## src/rtl/ps2_pkg.sv

```systemverilog
// Shared scan-code set 2 constants, decoder state encoding and the key event record
// used by the PS/2 scan-code decoder and its output register.
package ps2_pkg;

    localparam logic [7:0] SC_EXT    = 8'hE0;
    localparam logic [7:0] SC_BRK    = 8'hF0;
    localparam logic [7:0] SC_PAUSE  = 8'hE1;
    localparam logic [7:0] SC_BAT_OK = 8'hAA;
    localparam logic [7:0] SC_ACK    = 8'hFA;
    localparam logic [7:0] SC_RESEND = 8'hFE;
    localparam logic [7:0] SC_ECHO   = 8'hEE;
    localparam logic [7:0] SC_OVR0   = 8'h00;
    localparam logic [7:0] SC_OVR1   = 8'hFF;

    // The Pause sequence is E1 followed by seven more bytes.
    localparam logic [2:0] PAUSE_LAST = 3'd6;

    typedef enum logic [2:0] {
        ST_IDLE,
        ST_EXT,
        ST_BRK,
        ST_EXT_BRK,
        ST_PAUSE
    } dec_state_t;

    typedef struct packed {
        logic [7:0] code;
        logic       ext;
        logic       brk;
    } key_evt_t;

    function automatic logic is_prefix(input logic [7:0] b);
        return (b == SC_EXT) || (b == SC_BRK) || (b == SC_PAUSE);
    endfunction

    function automatic logic is_status(input logic [7:0] b);
        return (b == SC_BAT_OK) || (b == SC_ACK) || (b == SC_RESEND) ||
               (b == SC_ECHO) || (b == SC_OVR0) || (b == SC_OVR1);
    endfunction

endpackage

```

## src/rtl/ps2_evt_reg.sv

```systemverilog
// Single-entry valid/ready holding register for decoded key events; refuses new
// events while an unaccepted one is held and reports the drop as an ovf pulse.
module ps2_evt_reg
    import ps2_pkg::*;
(
    input  logic     clk,
    input  logic     rst,
    input  logic     load,
    input  key_evt_t load_evt,
    input  logic     ready,
    output logic     valid,
    output key_evt_t evt,
    output logic     ovf
);

    logic slot_free;

    // A transfer on this edge frees the slot, so a simultaneous load is accepted.
    assign slot_free = !valid || ready;

    // NOTE: sequential state uses non-blocking assignments so every register
    // samples the pre-edge values regardless of statement order.
    always_ff @(posedge clk) begin
        if (!rst) begin
            valid <= 1'b0;
            evt   <= '0;
            ovf   <= 1'b0;
        end else begin
            ovf <= 1'b0;
            if (load) begin
                if (slot_free) begin
                    evt   <= load_evt;
                    valid <= 1'b1;
                end else begin
                    ovf <= 1'b1;
                end
            end else if (valid && ready) begin
                valid <= 1'b0;
            end
        end
    end

endmodule

```

## src/rtl/ps2_scancode_decoder.sv

```systemverilog
// Folds PS/2 scan-code set 2 byte sequences (E0/F0 prefixes, E1 Pause) into single
// key events, reports device status bytes, and flags errored or stalled sequences.
module ps2_scancode_decoder
    import ps2_pkg::*;
#(
    parameter  int TIMEOUT_CYCLES = 50000,
    localparam int TO_W           = $clog2(TIMEOUT_CYCLES + 1)
) (
    input  logic       clk,
    input  logic       rst,
    input  logic       ps2_rx_done,
    input  logic [7:0] ps2_rd_data,
    input  logic       ps2_rd_data_err,
    output logic       key_valid,
    input  logic       key_ready,
    output logic [7:0] key_code,
    output logic       key_ext,
    output logic       key_brk,
    output logic       stat_valid,
    output logic [7:0] stat_code,
    output logic       seq_err,
    output logic       ovf
);

    localparam logic [TO_W-1:0] TO_LAST = TO_W'(TIMEOUT_CYCLES - 1);

    dec_state_t      state, state_nxt;
    logic [2:0]      pause_cnt, pause_nxt;
    logic [TO_W-1:0] to_cnt, to_nxt;
    logic            evt_load, stat_load, err_nxt;
    key_evt_t        evt_data, evt_q;

    // NOTE: every combinational output gets a default first so no path can
    // leave it unassigned and infer a latch.
    always_comb begin
        state_nxt = state;
        pause_nxt = pause_cnt;
        to_nxt    = to_cnt;
        evt_load  = 1'b0;
        evt_data  = '{code: ps2_rd_data, ext: 1'b0, brk: 1'b0};
        stat_load = 1'b0;
        err_nxt   = 1'b0;

        if (ps2_rx_done) begin
            to_nxt = '0;
            if (ps2_rd_data_err) begin
                err_nxt   = 1'b1;
                state_nxt = ST_IDLE;
            end else begin
                case (state)
                    ST_IDLE: begin
                        if (ps2_rd_data == SC_EXT) begin
                            state_nxt = ST_EXT;
                        end else if (ps2_rd_data == SC_BRK) begin
                            state_nxt = ST_BRK;
                        end else if (ps2_rd_data == SC_PAUSE) begin
                            state_nxt = ST_PAUSE;
                            pause_nxt = '0;
                        end else if (is_status(ps2_rd_data)) begin
                            stat_load = 1'b1;
                        end else begin
                            evt_load = 1'b1;
                        end
                    end
                    ST_EXT: begin
                        if (ps2_rd_data == SC_BRK) begin
                            state_nxt = ST_EXT_BRK;
                        end else if (is_prefix(ps2_rd_data)) begin
                            err_nxt   = 1'b1;
                            state_nxt = ST_IDLE;
                        end else begin
                            evt_load     = 1'b1;
                            evt_data.ext = 1'b1;
                            state_nxt    = ST_IDLE;
                        end
                    end
                    ST_BRK, ST_EXT_BRK: begin
                        state_nxt = ST_IDLE;
                        if (is_prefix(ps2_rd_data)) begin
                            err_nxt = 1'b1;
                        end else begin
                            evt_load     = 1'b1;
                            evt_data.ext = (state == ST_EXT_BRK);
                            evt_data.brk = 1'b1;
                        end
                    end
                    ST_PAUSE: begin
                        // Pause bytes are only counted, never inspected.
                        if (pause_cnt == PAUSE_LAST) begin
                            evt_load      = 1'b1;
                            evt_data.code = SC_PAUSE;
                            state_nxt     = ST_IDLE;
                        end else begin
                            pause_nxt = pause_cnt + 3'd1;
                        end
                    end
                    default: state_nxt = ST_IDLE;
                endcase
            end
        end else if (state != ST_IDLE) begin
            if (to_cnt == TO_LAST) begin
                err_nxt   = 1'b1;
                state_nxt = ST_IDLE;
                to_nxt    = '0;
            end else begin
                to_nxt = to_cnt + TO_W'(1);
            end
        end
    end

    always_ff @(posedge clk) begin
        if (!rst) begin
            state      <= ST_IDLE;
            pause_cnt  <= '0;
            to_cnt     <= '0;
            stat_valid <= 1'b0;
            stat_code  <= 8'h00;
            seq_err    <= 1'b0;
        end else begin
            state      <= state_nxt;
            pause_cnt  <= pause_nxt;
            to_cnt     <= to_nxt;
            stat_valid <= stat_load;
            seq_err    <= err_nxt;
            if (stat_load) begin
                stat_code <= ps2_rd_data;
            end
        end
    end

    ps2_evt_reg u_evt_reg (
        .clk      (clk),
        .rst      (rst),
        .load     (evt_load),
        .load_evt (evt_data),
        .ready    (key_ready),
        .valid    (key_valid),
        .evt      (evt_q),
        .ovf      (ovf)
    );

    assign key_code = evt_q.code;
    assign key_ext  = evt_q.ext;
    assign key_brk  = evt_q.brk;

endmodule

```

## config.mk

```make
export PLATFORM = sky130hd
export DESIGN_NAME = ps2_scancode_decoder
export DESIGN_NICKNAME = d
export VERILOG_FILES = /design/src/rtl/ps2_pkg.sv /design/src/rtl/ps2_evt_reg.sv /design/src/rtl/ps2_scancode_decoder.sv
export SDC_FILE = /design/constraint.sdc
export NUM_CORES = 1
export LEC_CHECK = 0
export ABC_AREA = 0
export CAP_MARGIN = 10
export CORE_UTILIZATION = 55
export DETAILED_ROUTE_END_ITERATION = 16
export DONT_BUFFER_PORTS = 1
export GPL_TIMING_DRIVEN = 1
export PLACE_DENSITY = 0.7
export SETUP_SLACK_MARGIN = 0.5
export SYNTH_ARGS = -nofsm -noshare
export SYNTH_HDL_FRONTEND = slang
export SYNTH_SLANG_ARGS = --single-unit
```

## constraint.sdc

```tcl
create_clock -name clk -period 2.4 [get_ports clk]
set_clock_uncertainty 0.1 [all_clocks]
set_input_delay 0.48 -clock clk [delete_from_list [all_inputs] [get_ports clk]]
set_output_delay 0.48 -clock clk [all_outputs]
set_load 0.005 [all_outputs]
```

== Word level (Yosys, flattened, before mapping) ==
Index checks and enable logic that the tools add are counted.

* Flip-flop bits (word level): 44
* Word-level logic and storage cells: 111

* Reductions and logical operators: 24
* Bitwise operators: 2
* Equality and inequality tests: 21
* Add/sub/neg operators: 2
* Muxes and demuxes: 51

{| class="wikitable"
|+ Operators by type and width
! cell !! count
|-
| $eq A8 B8 Y1 const B || 8
|-
| $mux W3 || 12
|-
| $mux W1 || 27
|-
| $mux W10 || 2
|-
| $add A16 B1 Y16 const B || 1
|-
| $eq A16 B16 Y1 const B || 1
|-
| $mux W16 || 1
|-
| $mux W8 || 2
|-
| $pmux W3 S3 || 1
|-
| $logic_not A8 Y1 || 1
|-
| $logic_or A1 B1 Y1 || 8
|-
| $ne A2 B2 Y1 const B || 4
|-
| $reduce_bool A2 Y1 || 4
|-
| $reduce_and A7 Y1 || 1
|-
| $eq A3 B2 Y1 const B || 2
|-
| $eq A3 B3 Y1 const B || 2
|-
| $ne A6 B6 Y1 const B || 1
|-
| $pmux W3 S2 || 1
|-
| $reduce_and A2 Y1 || 3
|-
| $mux W2 || 2
|-
| $ne A4 B4 Y1 const B || 1
|-
| $pmux W1 S2 || 2
|-
| $pmux W1 S4 || 1
|-
| $reduce_and A4 Y1 || 1
|-
| other kinds (9) || 11
|}

== Longest topological paths before layout ==
Gate-level depths: netlist of the first run.

* Depth in word-level cells: 15
* Depth in mapped cells: 7
* Depth with buffers taken out: 7

== Cells and area by module ==
A second synthesis of the first run with hierarchy kept.

* Cell total of the unflattened synthesis: 264
* Area total of the unflattened synthesis: 2223.4 µm²

{| class="wikitable"
|+ Modules (own cells, without submodules)
! module !! sequential area each (µm²) !! area each (µm²) !! cells each !! times used
|-
| ps2_scancode_decoder || 640.6 || 1749.2 || 215 || 1
|-
| ps2_evt_reg || 240.2 || 474.2 || 49 || 1
|}

== Worst setup path before layout of the first run ==
OpenSTA, ideal clock, no wires.

* Kind: input-to-reg
* Start: in ps2_rd_data[5]
* End: reg u_evt_reg.evt[2] (netlist name)
* Cell stages on the path: 6
* Arrival time: 1.772 ns
* Slack: 0.457 ns
* Data required time: 2.228 ns
* Path through: or4_1 > nor2_2 > nor3_2 > a32oi_1 > buf_4 > mux2i_1

* Cells in the longest elaborated chain, start to end: 14

{| class="wikitable"
|+ RTL lines
! what !! line !! text
|-
| start: declaration || ps2_scancode_decoder.sv:12 || <nowiki>input logic [7:0] ps2_rd_data,</nowiki>
|-
| $eq A8 B8 Y1 || ps2_pkg.sv:37 || <nowiki>return (b == SC_BAT_OK) || (b == SC_ACK) || (b == SC_RESEND) ||</nowiki>
|-
| $logic_or A1 B1 Y1 (3 in a row) || ps2_pkg.sv:37 ||
|-
| $logic_or A1 B1 Y1 (2 in a row) || ps2_pkg.sv:38 || <nowiki>(b == SC_ECHO) || (b == SC_OVR0) || (b == SC_OVR1);</nowiki>
|-
| $mux W1 || ps2_scancode_decoder.sv:59 || <nowiki>end else if (is_status(ps2_rd_data)) begin</nowiki>
|-
| $mux W1 || ps2_scancode_decoder.sv:56 || <nowiki>end else if (ps2_rd_data == SC_PAUSE) begin</nowiki>
|-
| $mux W1 || ps2_scancode_decoder.sv:54 || <nowiki>end else if (ps2_rd_data == SC_BRK) begin</nowiki>
|-
| $mux W1 || ps2_scancode_decoder.sv:52 || <nowiki>if (ps2_rd_data == SC_EXT) begin</nowiki>
|-
| $pmux W1 S4 (*) || ps2_scancode_decoder.sv:50 || <nowiki>case (state)</nowiki>
|-
| $mux W1 (*) || ps2_scancode_decoder.sv:46 || <nowiki>if (ps2_rd_data_err) begin</nowiki>
|-
| $mux W1 (*) || ps2_scancode_decoder.sv:44 || <nowiki>if (ps2_rx_done) begin</nowiki>
|-
| $reduce_and A2 Y1 (no source line) (*) || n/a ||
|-
| end signal: assignment || ps2_evt_reg.sv:32 || <nowiki>evt <= load_evt;</nowiki>
|-
| end: declaration || ps2_evt_reg.sv:12 || <nowiki>output key_evt_t evt,</nowiki>
|}

Mark *: on every way between the ends. The rest lies on a longest branch, timed or not.
A chain may end at the register's enable or synchronous reset.

== Final worst setup path of the first run ==
* Start: reg pause_cnt[0]
* End: reg u_evt_reg.evt[4] (netlist name)

* Cells in the longest elaborated chain, start to end: 6

{| class="wikitable"
|+ RTL lines
! what !! line !! text
|-
| start: declaration || ps2_scancode_decoder.sv:28 || <nowiki>logic [2:0] pause_cnt, pause_nxt;</nowiki>
|-
| start signal: assignment || ps2_scancode_decoder.sv:121 || <nowiki>pause_cnt <= pause_nxt;</nowiki>
|-
| $eq A3 B3 Y1 (*) || ps2_scancode_decoder.sv:89 || <nowiki>if (pause_cnt == PAUSE_LAST) begin</nowiki>
|-
| $mux W1 || ps2_scancode_decoder.sv:89 ||
|-
| $pmux W1 S4 || ps2_scancode_decoder.sv:50 ||
|-
| $mux W1 || ps2_scancode_decoder.sv:46 ||
|-
| $mux W1 || ps2_scancode_decoder.sv:44 ||
|-
| $reduce_and A2 Y1 (no source line) || n/a ||
|}

Marks and branches as above.

==> results.tsv, run 1 <==
stage	metric	value	unit
outcome	status	finished, final reports clean	
worst_hold_path	HP Class	in2reg	
power_and_ir_drop	clock share of power	36.7	%
floorplanning	Top Ports	35	
floorplanning	Die H	63.73	um
setup_path	Worst Path Arrival	1.86	ns
clock_tree	Num Clock Sinks	44	
floorplanning	die footprint	4062	um2
global_routing	vias in the first global route	1534	
setup_path	worst r2r src	pause_cnt[0]	
sta	final hold violations	0	
power_and_ir_drop	VDD IR max	0.3307	mV
global_routing	Overflow after GRT	0	
sta	Setup violations, final	0	
setup_path	Slowest cell on crit path	dfxtp_1	
drt	drt wl/cell	14.28	um
sta	FMAX	578.5	MHz
cells_and_area	final core utilization	61.93	%
worst_hold_path	worst hold start	rst	
floorplanning	Initial Util	57.25	%
yosys	post-synthesis area per instance	8.769	um2
setup_path	critical-path cell list	inv_1 -> ha_1 -> nand4_1 -> o31ai_1 -> a32oi_1 -> buf_4 -> mux2i_1	
floorplanning	FP Rows	22	
sta	Tcrit/Tclk final	72.03	%
clock_tree	CTS Buffer Depth	2	
power_and_ir_drop	pwr dens	562.5	nW/um2
yosys	synthesized area	2096	um2
run	max-cap viol count	0	
drt	Residual DRC	0	
cells_and_area	synthesis-to-finish area growth	8.179	%
floorplanning	core area	3661	um2
yosys	count of state elements after synthesis	44	
setup_path	crit path launch	pause_cnt[0]	
cells_and_area	# fillers	346	
floorplanning	Die W	63.73	um
clock_tree	Clock Latency Late Sink	0.29	ns
clock_tree	CTS buffer count	5	
sta	Total Neg Setup Slack	0	ns
placed_design	hpwl dp	2993	um
global_routing	initial antenna violation count	0	
worst_hold_path	hold endpoint	u_evt_reg.valid	
drt	DRT Pass-1 Iters	4	
yosys	Post-Syn Nets	255	
yosys	Post-synth EDFFs	0	
placed_design	PortBufs	0	
sta	Worst-Margin Slew	0.4133	ns
power_and_ir_drop	Comb pwr share	4.7	%
yosys	Post-Synthesis Cells	239	
drt	Vias/cell	5.808	
cells_and_area	register area	884.6	um2
sta	Slew HR	72.19	%
yosys	ys async rst share	0	%
cells_and_area	multi-input logic area	1191	um2
drt	Iter 0 DRT Violations	107	
power_and_ir_drop	Pleak	0.0008141	uW
clock_tree	CTS tree	done	
setup_path	crit-path max cell delay	0.38	ns
cells_and_area	share of cells above drive strength 1	11.72	%
setup_path	worst reg2reg path endpoint	u_evt_reg.evt[4]	
power_and_ir_drop	Power Total	1275	uW
setup_path	Worst Path Required	2.53	ns
yosys	distinct cell type count after synthesis	48	
setup_path	Worst Path Max Fanout	10	
clock_tree	htree depth	2	
sta	Final Slew Violations	0	
yosys	sequential area share after synthesis	42.03	%
global_routing	GRT Total Usage	22.37	%
drt	Total Wirelength	4099	um
power_and_ir_drop	Seq pwr share	58.5	%
global_routing	first-pass GRT wire length	7120	um
clock_tree	CTS clk-pin slew, worst paths	0.08	ns
clock_tree	Hold-fix buffers, CTS	0	
power_and_ir_drop	switching share of power	21.68	%
drt	Routed Antenna Nets	0	
setup_path	R2R Setup Slk	0.67	ns
yosys	warnings from Yosys	0	
global_routing	largest net degree at the start of global routing	28	
clock_tree	CTS Root Cell	clkbuf_8	
yosys	Post-synth top flop	dfxtp_1	
setup_path	R2R cell count	7	
placed_design	GP Congestion	0.7332	
worst_hold_path	hold path depth	1	
sta	Final Critical Period	1.729	ns
drt	vias	1667	
cells_and_area	Diodes inserted	0	
power_and_ir_drop	total net switching power	276.6	uW
setup_path	critical path startpoint category	register	
cells_and_area	nets	254	
setup_path	type of the worst setup path	reg2reg	
sta	RSZ-0062 raised after global routing	yes	
setup_path	crit path capture type	register	
power_and_ir_drop	Internal Pwr Total	998.8	uW
cells in the mapped netlist (2+ instances only):
library cell | n | share of area (%)
a21oi_1 | 9 | 2.1
xnor2_1 | 4 | 1.7
dfxtp_1 | 44 | 42
nor4_1 | 6 | 1.8
clkbuf_1 | 5 | 0.90
or4_1 | 2 | 0.72
nand2_1 | 23 | 4.1
a32o_1 | 4 | 1.9
buf_2 | 3 | 0.72
nand3_1 | 18 | 4.3
nand2b_1 | 2 | 0.60
nor3_1 | 6 | 1.4
o21ai_1 | 11 | 2.6
nor3_2 | 2 | 0.96
and3_1 | 2 | 0.60
o211a_1 | 2 | 0.96
inv_1 | 5 | 0.90
mux2i_1 | 11 | 5.3
ha_1 | 3 | 1.8
nor2_1 | 27 | 4.8
buf_4 | 2 | 0.72
nand4_1 | 4 | 1.2
nor2b_1 | 3 | 0.90
o21ai_0 | 6 | 1.4
xor2_1 | 12 | 5.0
critical path: cells and delay by family (launching register included):
kind / cells / cell delay (ns)
AO/OA/AOI/OAI: 2 / 0.30
AND/OR/NAND/NOR: 1 / 0.18
multiplexers: 1 / 0.19
flip-flops: 1 / 0.38
buffers and inverters: 2 / 0.29
adder cells (fa/ha/maj): 1 / 0.22
state kept, by name, indices dropped and copies added, names as in the netlist:
register / flops
pause_cnt: 3
seq_err: 1
u_evt_reg.ovf: 1
u_evt_reg.evt: 10
to_cnt: 16
state: 3
stat_code: 8
stat_valid: 1
u_evt_reg.valid: 1
layout by cell type (no fill, tap or decap), types with 2 or more instances in the layout:
cell type	n
nand3_1	18
ha_1	3
xnor2_1	4
o211a_1	2
and3_1	2
a32o_1	4
inv_1	5
a211oi_2	2
nor4_1	5
xor2_1	12
clkbuf_1	2
mux2i_1	11
buf_4	3
o21ai_0	6
o21ai_1	11
nand4_1	4
a21oi_1	9
nor2b_1	3
or4_4	2
dfxtp_1	41
nand2b_1	2
nand2_1	23
dfxtp_2	3
clkbuf_8	6
nor2_1	26
nor3_1	6
metal layers:
layer | vias up | GRT usage, % | wire [um]
met4 | 0 | 7.670 | 56
met5 | - | 0 | 0
li1 | 850 | - | -
met2 | 28 | 36.97 | 1964
met1 | 782 | 26.61 | 1869
met3 | 7 | 8.036 | 209
how the worst max path moves through the flow:
| stage | cells past startpoint | end | slack, ns |
|---|---|---|---|
| after floorplan | 7 | u_evt_reg.ovf | 0.48 |
| after global placement | 6 | u_evt_reg.evt[6] | 0.41 |
| after detailed placement | 6 | u_evt_reg.evt[3] | 0.39 |
| after CTS | 5 | state[0] | 0.51 |
| after global routing | 7 | u_evt_reg.evt[7] | 0.49 |
| final | 7 | u_evt_reg.evt[4] | 0.67 |
logic make-up after synthesis:
group / after synthesis / share of synthesized area, %
compound gates: 42 / 13.91
fa+ha+maj: 3 / 1.791
simple gates: 107 / 26.57
flops: 44 / 42.03
mux: 11 / 5.254
xor+xnor: 16 / 6.686
buf+inv: 16 / 3.761
area by class of cell:
type                    count  share of cell area (%)
multi-input cells         179                   52.54
flip-flops and latches     44                   39.02
clock buffers               8                   3.974
well taps                  48                   2.649
repair buffers              3                  0.9934
inverters                   5                  0.8278
through the flow:
stage	setup slack (ns)	area [um2]	std cells	hold WS, ns
detailed placement	0.3879	2148	279	0.3705
floorplan	0.4753	2130	239	0.3544
finish	0.6712	2267	287	0.2026
global route	0.4890	2267	287	0.1883
global placement	0.4104	2148	279	0.3635
CTS	0.5114	2247	287	0.2005
power by group through the flow:
stage	Combinational, uW	Clock (uW)	Sequential (uW)
floorplan	60.6	0	762
global route	67.6	515	748
CTS	60.3	476	747
finish	60.5	468	747
global placement	59.2	0	764
detailed placement	60.0	0	764
timing repair:
item / in CTS / in global routing
resized for setup: 1 / 6
setup buffers: 0 / 0
setup endpoints to repair: 5 / 31
hold endpoints to repair: 0 / 0
pin swaps: 0 / 0
No activity file was read; power rests on OpenSTA's default activity.
==> inputs of run 2 (changes only) <==
==> constraint.sdc (replaced) <==
create_clock -name clk -period 1.7 [get_ports clk]
set_clock_uncertainty 0.1 [all_clocks]
set_input_delay 0.34 -clock clk [delete_from_list [all_inputs] [get_ports clk]]
set_output_delay 0.34 -clock clk [all_outputs]
set_load 0.005 [all_outputs]
==> results.tsv, run 2 (synthesized netlist as in run 1, its figures left out) <==
stage	metric	value	unit	change
drt	Residual DRC	0		unchanged
setup_path	Worst Setup EP	state[2]		
sta	Final Critical Period	1.624	ns	-0.1052 ns
clock_tree	Hold-fix buffers, CTS	0		unchanged
cells_and_area	nets	297		+17%
global_routing	initial antenna violation count	0		unchanged
cells_and_area	max FFs per register	16		unchanged
clock_tree	CTS buffer count	5		unchanged
cells_and_area	commonest non-fill, non-tap cell in the layout	dfxtp_1		
sta	Final Slew Violations	0		unchanged
cells_and_area	# fillers	231		-33%
sta	Tcrit/Tclk final	95.50	%	+23 points
sta	hold slack	0.05929	ns	-0.1433 ns
global_routing	GRT Total Usage	30.72	%	+8.4 points
global_routing	vias in the first global route	2091		+36%
clock_tree	CTS Buffer Depth	2		unchanged
drt	Routed Antenna Nets	0		unchanged
outcome	status	finished, final reports clean		
sta	setup ws final	0.07643	ns	-0.5948 ns
setup_path	worst r2r src	state[2]		
power_and_ir_drop	VDD IR max	0.4807	mV	+45%
cells_and_area	share of cells above drive strength 1	46.45	%	+35 points
global_routing	first-pass GRT wire length	9653	um	+36%
drt	Total Wirelength	6049	um	+48%
setup_path	crit path capture type	register		
setup_path	Worst Path Arrival	1.77	ns	-0.09 ns
setup_path	critical path startpoint category	register		
run	max-cap viol count	0		unchanged
setup_path	worst reg2reg path endpoint	state[2]		
drt	drt wl/cell	18.33	um	+28%
sta	FMAX	615.9	MHz	+6.5%
floorplanning	core area	3661	um2	unchanged
setup_path	Worst Path Max Fanout	8		-2
clock_tree	Num Clock Sinks	44		unchanged
setup_path	crit path launch	state[2]		
drt	Vias/cell	6.133		+5.6%
placed_design	placed insts	299		+7.2%
cells_and_area	commonest cells after routing, fill and taps aside	36 x dfxtp_1, 32 x buf_4, 20 x nand2_1, 13 x nor2_1		
placed_design	PortBufs	0		unchanged
clock_tree	CTS tree	done		
floorplanning	Top Ports	35		unchanged
drt	vias	2024		+21%
sta	RSZ-0062 raised after global routing	yes		
global_routing	largest net degree at the start of global routing	30		+7.1%
cells_and_area	top flop regs	to_cnt (16), u_evt_reg.evt (10), stat_code (8)		
cells_and_area	post-route insts no fill	330		+15%
power_and_ir_drop	Pleak	0.001098	uW	+35%
placed_design	GP Congestion	0.8146		+11%
floorplanning	die footprint	4062	um2	unchanged
cells_and_area	synthesis-to-finish area growth	42.39	%	
sta	Setup violations, final	0		unchanged
setup_path	R2R cell count	6		-1
floorplanning	Die W	63.73	um	unchanged
floorplanning	Die H	63.73	um	unchanged
clock_tree	Clock Latency Late Sink	0.30	ns	about the same
power_and_ir_drop	pwr dens	669.8	nW/um2	+19%
sta	Total Neg Setup Slack	0	ns	unchanged
floorplanning	Initial Util	57.25	%	unchanged
worst_hold_path	HP Class	in2reg		
placed_design	Place WS	-0.1659	ns	-0.5538 ns
sta	final hold violations	0		unchanged
sta	Worst-Margin Slew	0.5330	ns	+0.1197 ns
global_routing	Overflow after GRT	0		unchanged
setup_path	Worst Path Required	1.84	ns	-0.69 ns
clock_tree	CTS Root Cell	clkbuf_8		
cells_and_area	Diodes inserted	0		unchanged
drt	DRT Pass-1 Iters	4		unchanged
drt	Iter 0 DRT Violations	149		+39%
sta	Slew HR	64.39	%	-7.8 points
clock_tree	htree depth	2		unchanged
clock_tree	CTS clk-pin slew, worst paths	0.09	ns	about the same
placed_design	hpwl dp	3661	um	+22%
setup_path	type of the worst setup path	reg2reg		
cells_and_area	final core utilization	81.51	%	+20 points
setup_path	R2R Setup Slk	0.08	ns	-0.59 ns
cells_and_area	Top reg by flops	to_cnt		
floorplanning	FP Rows	22		unchanged
run 2: cell types whose count changed in the layout (fill, tap and decap cells not counted), sizes merged:
cell    previous run  this run
buf                3        44
clkbuf             8         6
nand2             24        26
bufinv             0         1
clkinv             0         1
run 2: routing by layer:
layer	up-vias	global-route usage [%]	wire length (um)
li1	941	-	-
met1	990	33.67	2336
met2	74	55.72	3207
met3	19	6.607	315
met4	0	14.49	190
met5	-	0	0
run 2: report_power, final:
part / leakage [uW] / total (uW) / switching [uW] / internal, uW
Clock: 0.0000552 / 800 / 364 / 436
Combinational: 0.000683 / 146 / 79.7 / 66.2
Sequential: 0.000360 / 1050 / 10.7 / 1040
run 2: area by class of cell:
class                      count  area [um2]  share of cell area, %
clock buffer                   6       72.57                  2.432
tap                           48       60.06                  2.013
clock inverter                 2       35.03                  1.174
sequential                    44       893.4                  29.94
inverter                       5       18.77                 0.6289
timing repair buffer          44       384.1                  12.87
multi-input combinational    181        1520                  50.94
run 2: worst max-delay path: stages, from the launching register on:
cell     delay, ns
dfxtp_2       0.34
buf_12        0.14
o31ai_4       0.30
nor2_2        0.09
a31oi_4       0.30
buf_6         0.16
o211a_1       0.14
run 2: timing repair:
action                     4_1_cts  5_1_grt
cloned                           4        0
setup buffers                   15        4
pin swaps                       34       19
resized for setup               47       34
setup endpoints to repair       44       44
run 2: worst min-delay path by stage:
| stage | from | end | slack [ns] | cells after the start |
|---|---|---|---|---|
| 5_1_grt | rst | u_evt_reg.valid | 0.05 | 1 |
| 6_report | rst | u_evt_reg.valid | 0.06 | 1 |
| 4_1_cts | rst | u_evt_reg.valid | 0.06 | 1 |
| 3_5_place_dp | u_evt_reg.evt[2] | u_evt_reg.evt[2] | 0.37 | 2 |
| 3_3_place_gp | u_evt_reg.evt[7] | u_evt_reg.evt[7] | 0.37 | 2 |
| 2_1_floorplan | u_evt_reg.evt[3] | u_evt_reg.evt[3] | 0.35 | 2 |
run 2: through the flow:
stage | total power (uW) | instance area [um2]
6_report | 1999 | 2984
3_5_place_dp | 1180 | 2394
4_1_cts | 1977 | 2819
5_1_grt | 2064 | 2984
2_1_floorplan | 1166 | 2227
3_3_place_gp | 1176 | 2394
==> inputs of run 3 (changes only) <==
--- a/config.mk
+++ b/config.mk
@@ -12,7 +12,9 @@
 export DONT_BUFFER_PORTS = 1
 export GPL_TIMING_DRIVEN = 1
 export PLACE_DENSITY = 0.7
+export REMOVE_ABC_BUFFERS = 1
 export SETUP_SLACK_MARGIN = 0.5
+export SLEW_MARGIN = 20
 export SYNTH_ARGS = -nofsm -noshare
 export SYNTH_HDL_FRONTEND = slang
 export SYNTH_SLANG_ARGS = --single-unit
==> results.tsv, run 3 (synthesized netlist as in run 1, its figures left out) <==
stage	metric	value	unit	change
outcome	status	finished, violations left		
outcome	failing checks	setup timing		
drt	Routed Antenna Nets	0		unchanged
clock_tree	Hold-fix buffers, CTS	0		unchanged
cells_and_area	commonest cells after routing, fill and taps aside	34 x buf_4, 33 x dfxtp_1, 19 x nand2_1, 16 x nor2_1, 10 x mux2i_1		
sta	Tcrit/Tclk final	105.0	%	+9.5 points
clock_tree	CTS Root Cell	clkbuf_8		
power_and_ir_drop	Power Total	1903	uW	-4.8%
cells_and_area	synthesis-to-finish area growth	46.63	%	
clock_tree	CTS tree	done		
sta	final hold violations	0		unchanged
clock_tree	CTS buffer count	5		unchanged
drt	Iter 0 DRT Violations	205		+38%
sta	Slew HR	63.92	%	-0.48 points
floorplanning	core area	3661	um2	unchanged
clock_tree	htree depth	2		unchanged
clock_tree	CTS clk-pin slew, worst paths	0.08	ns	about the same
global_routing	first-pass GRT wire length	8811	um	-8.7%
floorplanning	FP Rows	22		unchanged
worst_hold_path	HP Class	in2reg		
sta	FMAX	560.4	MHz	-9.0%
drt	routed wl met3	584	um	+85%
cells_and_area	Diodes inserted	0		unchanged
cells_and_area	fin area	3073	um2	+3.0%
sta	RSZ-0062 raised after global routing	yes		
floorplanning	Top Ports	35		unchanged
setup_path	R2R Setup Slk	-0.08	ns	-0.16 ns
drt	DR WL met2	3468	um	+8.1%
cells_and_area	nets	297		unchanged
drt	Residual DRC	0		unchanged
placed_design	DP Area	2336	um2	-2.4%
setup_path	Worst Path Max Fanout	5		-3
drt	DRT Pass-1 Iters	4		unchanged
setup_path	R2R cell count	5		-1
setup_path	critical path startpoint category	register		
worst_hold_path	worst hold start	rst		
cells_and_area	Top reg by flops	to_cnt		
global_routing	initial antenna violation count	0		unchanged
sta	setup ws final	-0.08451	ns	-0.1609 ns
cells_and_area	commonest non-fill, non-tap cell in the layout	buf_4		
setup_path	Worst Setup EP	u_evt_reg.evt[7]		
setup_path	crit path capture type	register		
run	max-cap viol count	0		unchanged
sta	Final Slew Violations	0		unchanged
drt	vias	2090		+3.3%
cells_and_area	top flop regs	to_cnt (16), u_evt_reg.evt (10), stat_code (8)		
global_routing	GRT Total Usage	28.29	%	-2.4 points
floorplanning	Die W	63.73	um	unchanged
clock_tree	CTS Buffer Depth	2		unchanged
sta	Worst-Margin Slew	0.5401	ns	+0.007136 ns
cells_and_area	# fillers	197		-15%
setup_path	Worst Path Required	1.83	ns	about the same
placed_design	PortBufs	0		unchanged
drt	Max Used Layer	met4		
power_and_ir_drop	VDD IR max	0.5109	mV	+6.3%
cells_and_area	share of cells above drive strength 1	48.58	%	+2.1 points
global_routing	largest net degree at the start of global routing	28		-6.7%
global_routing	Overflow after GRT	0		unchanged
clock_tree	Num Clock Sinks	44		unchanged
floorplanning	Die H	63.73	um	unchanged
placed_design	placed insts	308		+3.0%
setup_path	worst reg2reg path endpoint	u_evt_reg.evt[7]		
power_and_ir_drop	Pleak	0.001103	uW	+0.49%
setup_path	Worst Path Arrival	1.92	ns	+0.15 ns
sta	Final Critical Period	1.785	ns	+0.1609 ns
floorplanning	Initial Util	57.25	%	unchanged
drt	Vias/cell	6.333		+3.3%
clock_tree	Clock Latency Late Sink	0.31	ns	about the same
drt	drt wl/cell	21.44	um	+17%
cells_and_area	final core utilization	83.94	%	+2.4 points
global_routing	vias in the first global route	1888		-9.7%
floorplanning	die footprint	4062	um2	unchanged
cells_and_area	post-route insts no fill	330		unchanged
placed_design	hpwl dp	3309	um	-9.6%
power_and_ir_drop	pwr dens	619.3	nW/um2	-7.5%
sta	Total Neg Setup Slack	-0.4455	ns	-0.4455 ns
placed_design	GP Congestion	0.8098		-0.59%
setup_path	worst r2r src	u_evt_reg.valid		
worst_hold_path	hold path depth	1		unchanged
sta	Setup violations, final	11		+11
cells_and_area	max FFs per register	16		unchanged
setup_path	type of the worst setup path	reg2reg		
setup_path	crit path launch	u_evt_reg.valid		
drt	Total Wirelength	7076	um	+17%
drt	met1 wire length	2745	um	+18%
run 3: final cells by class:
cell class | count | area, um2 | area share, %
sequential | 44 | 904.6 | 29.44
multi-input combinational | 179 | 1564 | 50.90
tap | 48 | 60.06 | 1.954
timing repair buffer | 46 | 432.9 | 14.09
clock buffer | 6 | 82.58 | 2.687
clock inverter | 2 | 10.01 | 0.3257
inverter | 5 | 18.77 | 0.6107
run 3: worst min path at each step:
| stage | to | slack, ns |
|---|---|---|
| 6_report | state[2] | 0.04 |
| 5_1_grt | state[2] | 0.04 |
| 3_5_place_dp | u_evt_reg.evt[4] | 0.38 |
| 4_1_cts | state[2] | 0.04 |
| 2_1_floorplan | u_evt_reg.evt[3] | 0.35 |
| 3_3_place_gp | u_evt_reg.evt[7] | 0.37 |
run 3: per-stage QoR:
step                hold slack [ns]  setup slack (ns)
CTS                         0.04289            0.1095
detailed placement           0.3770           -0.1822
global placement             0.3660           -0.1137
floorplan                    0.3544           -0.5812
global route                0.04093           -0.1208
finish                      0.04367          -0.08451
run 3: worst max-delay path: stages, from the launching register on:
cell and delay, ns:
dfxtp_1 0.38, nor2b_1 0.41, nor4_2 0.06, a32oi_1 0.29, buf_4 0.24, mux2i_1 0.22
run 3: routing by layer:
| layer | vias up | GRT usage, % |
|---|---|---|
| li1 | 937 | - |
| met1 | 1013 | 35.35 |
| met2 | 112 | 44.41 |
| met3 | 28 | 6.964 |
| met4 | 0 | 15.63 |
| met5 | - | 0 |
run 3: where the power goes:
part	internal [uW]	switching [uW]
logic	68.6	86.8
registers	1040	11.0
clock network	325	375
total	1430	473
run 3: timing repair:
item,in CTS,in global routing
gates cloned,2,1
setup endpoints to repair,44,44
buffers inserted,9,2
pin swaps,20,36
gates resized for setup,48,65
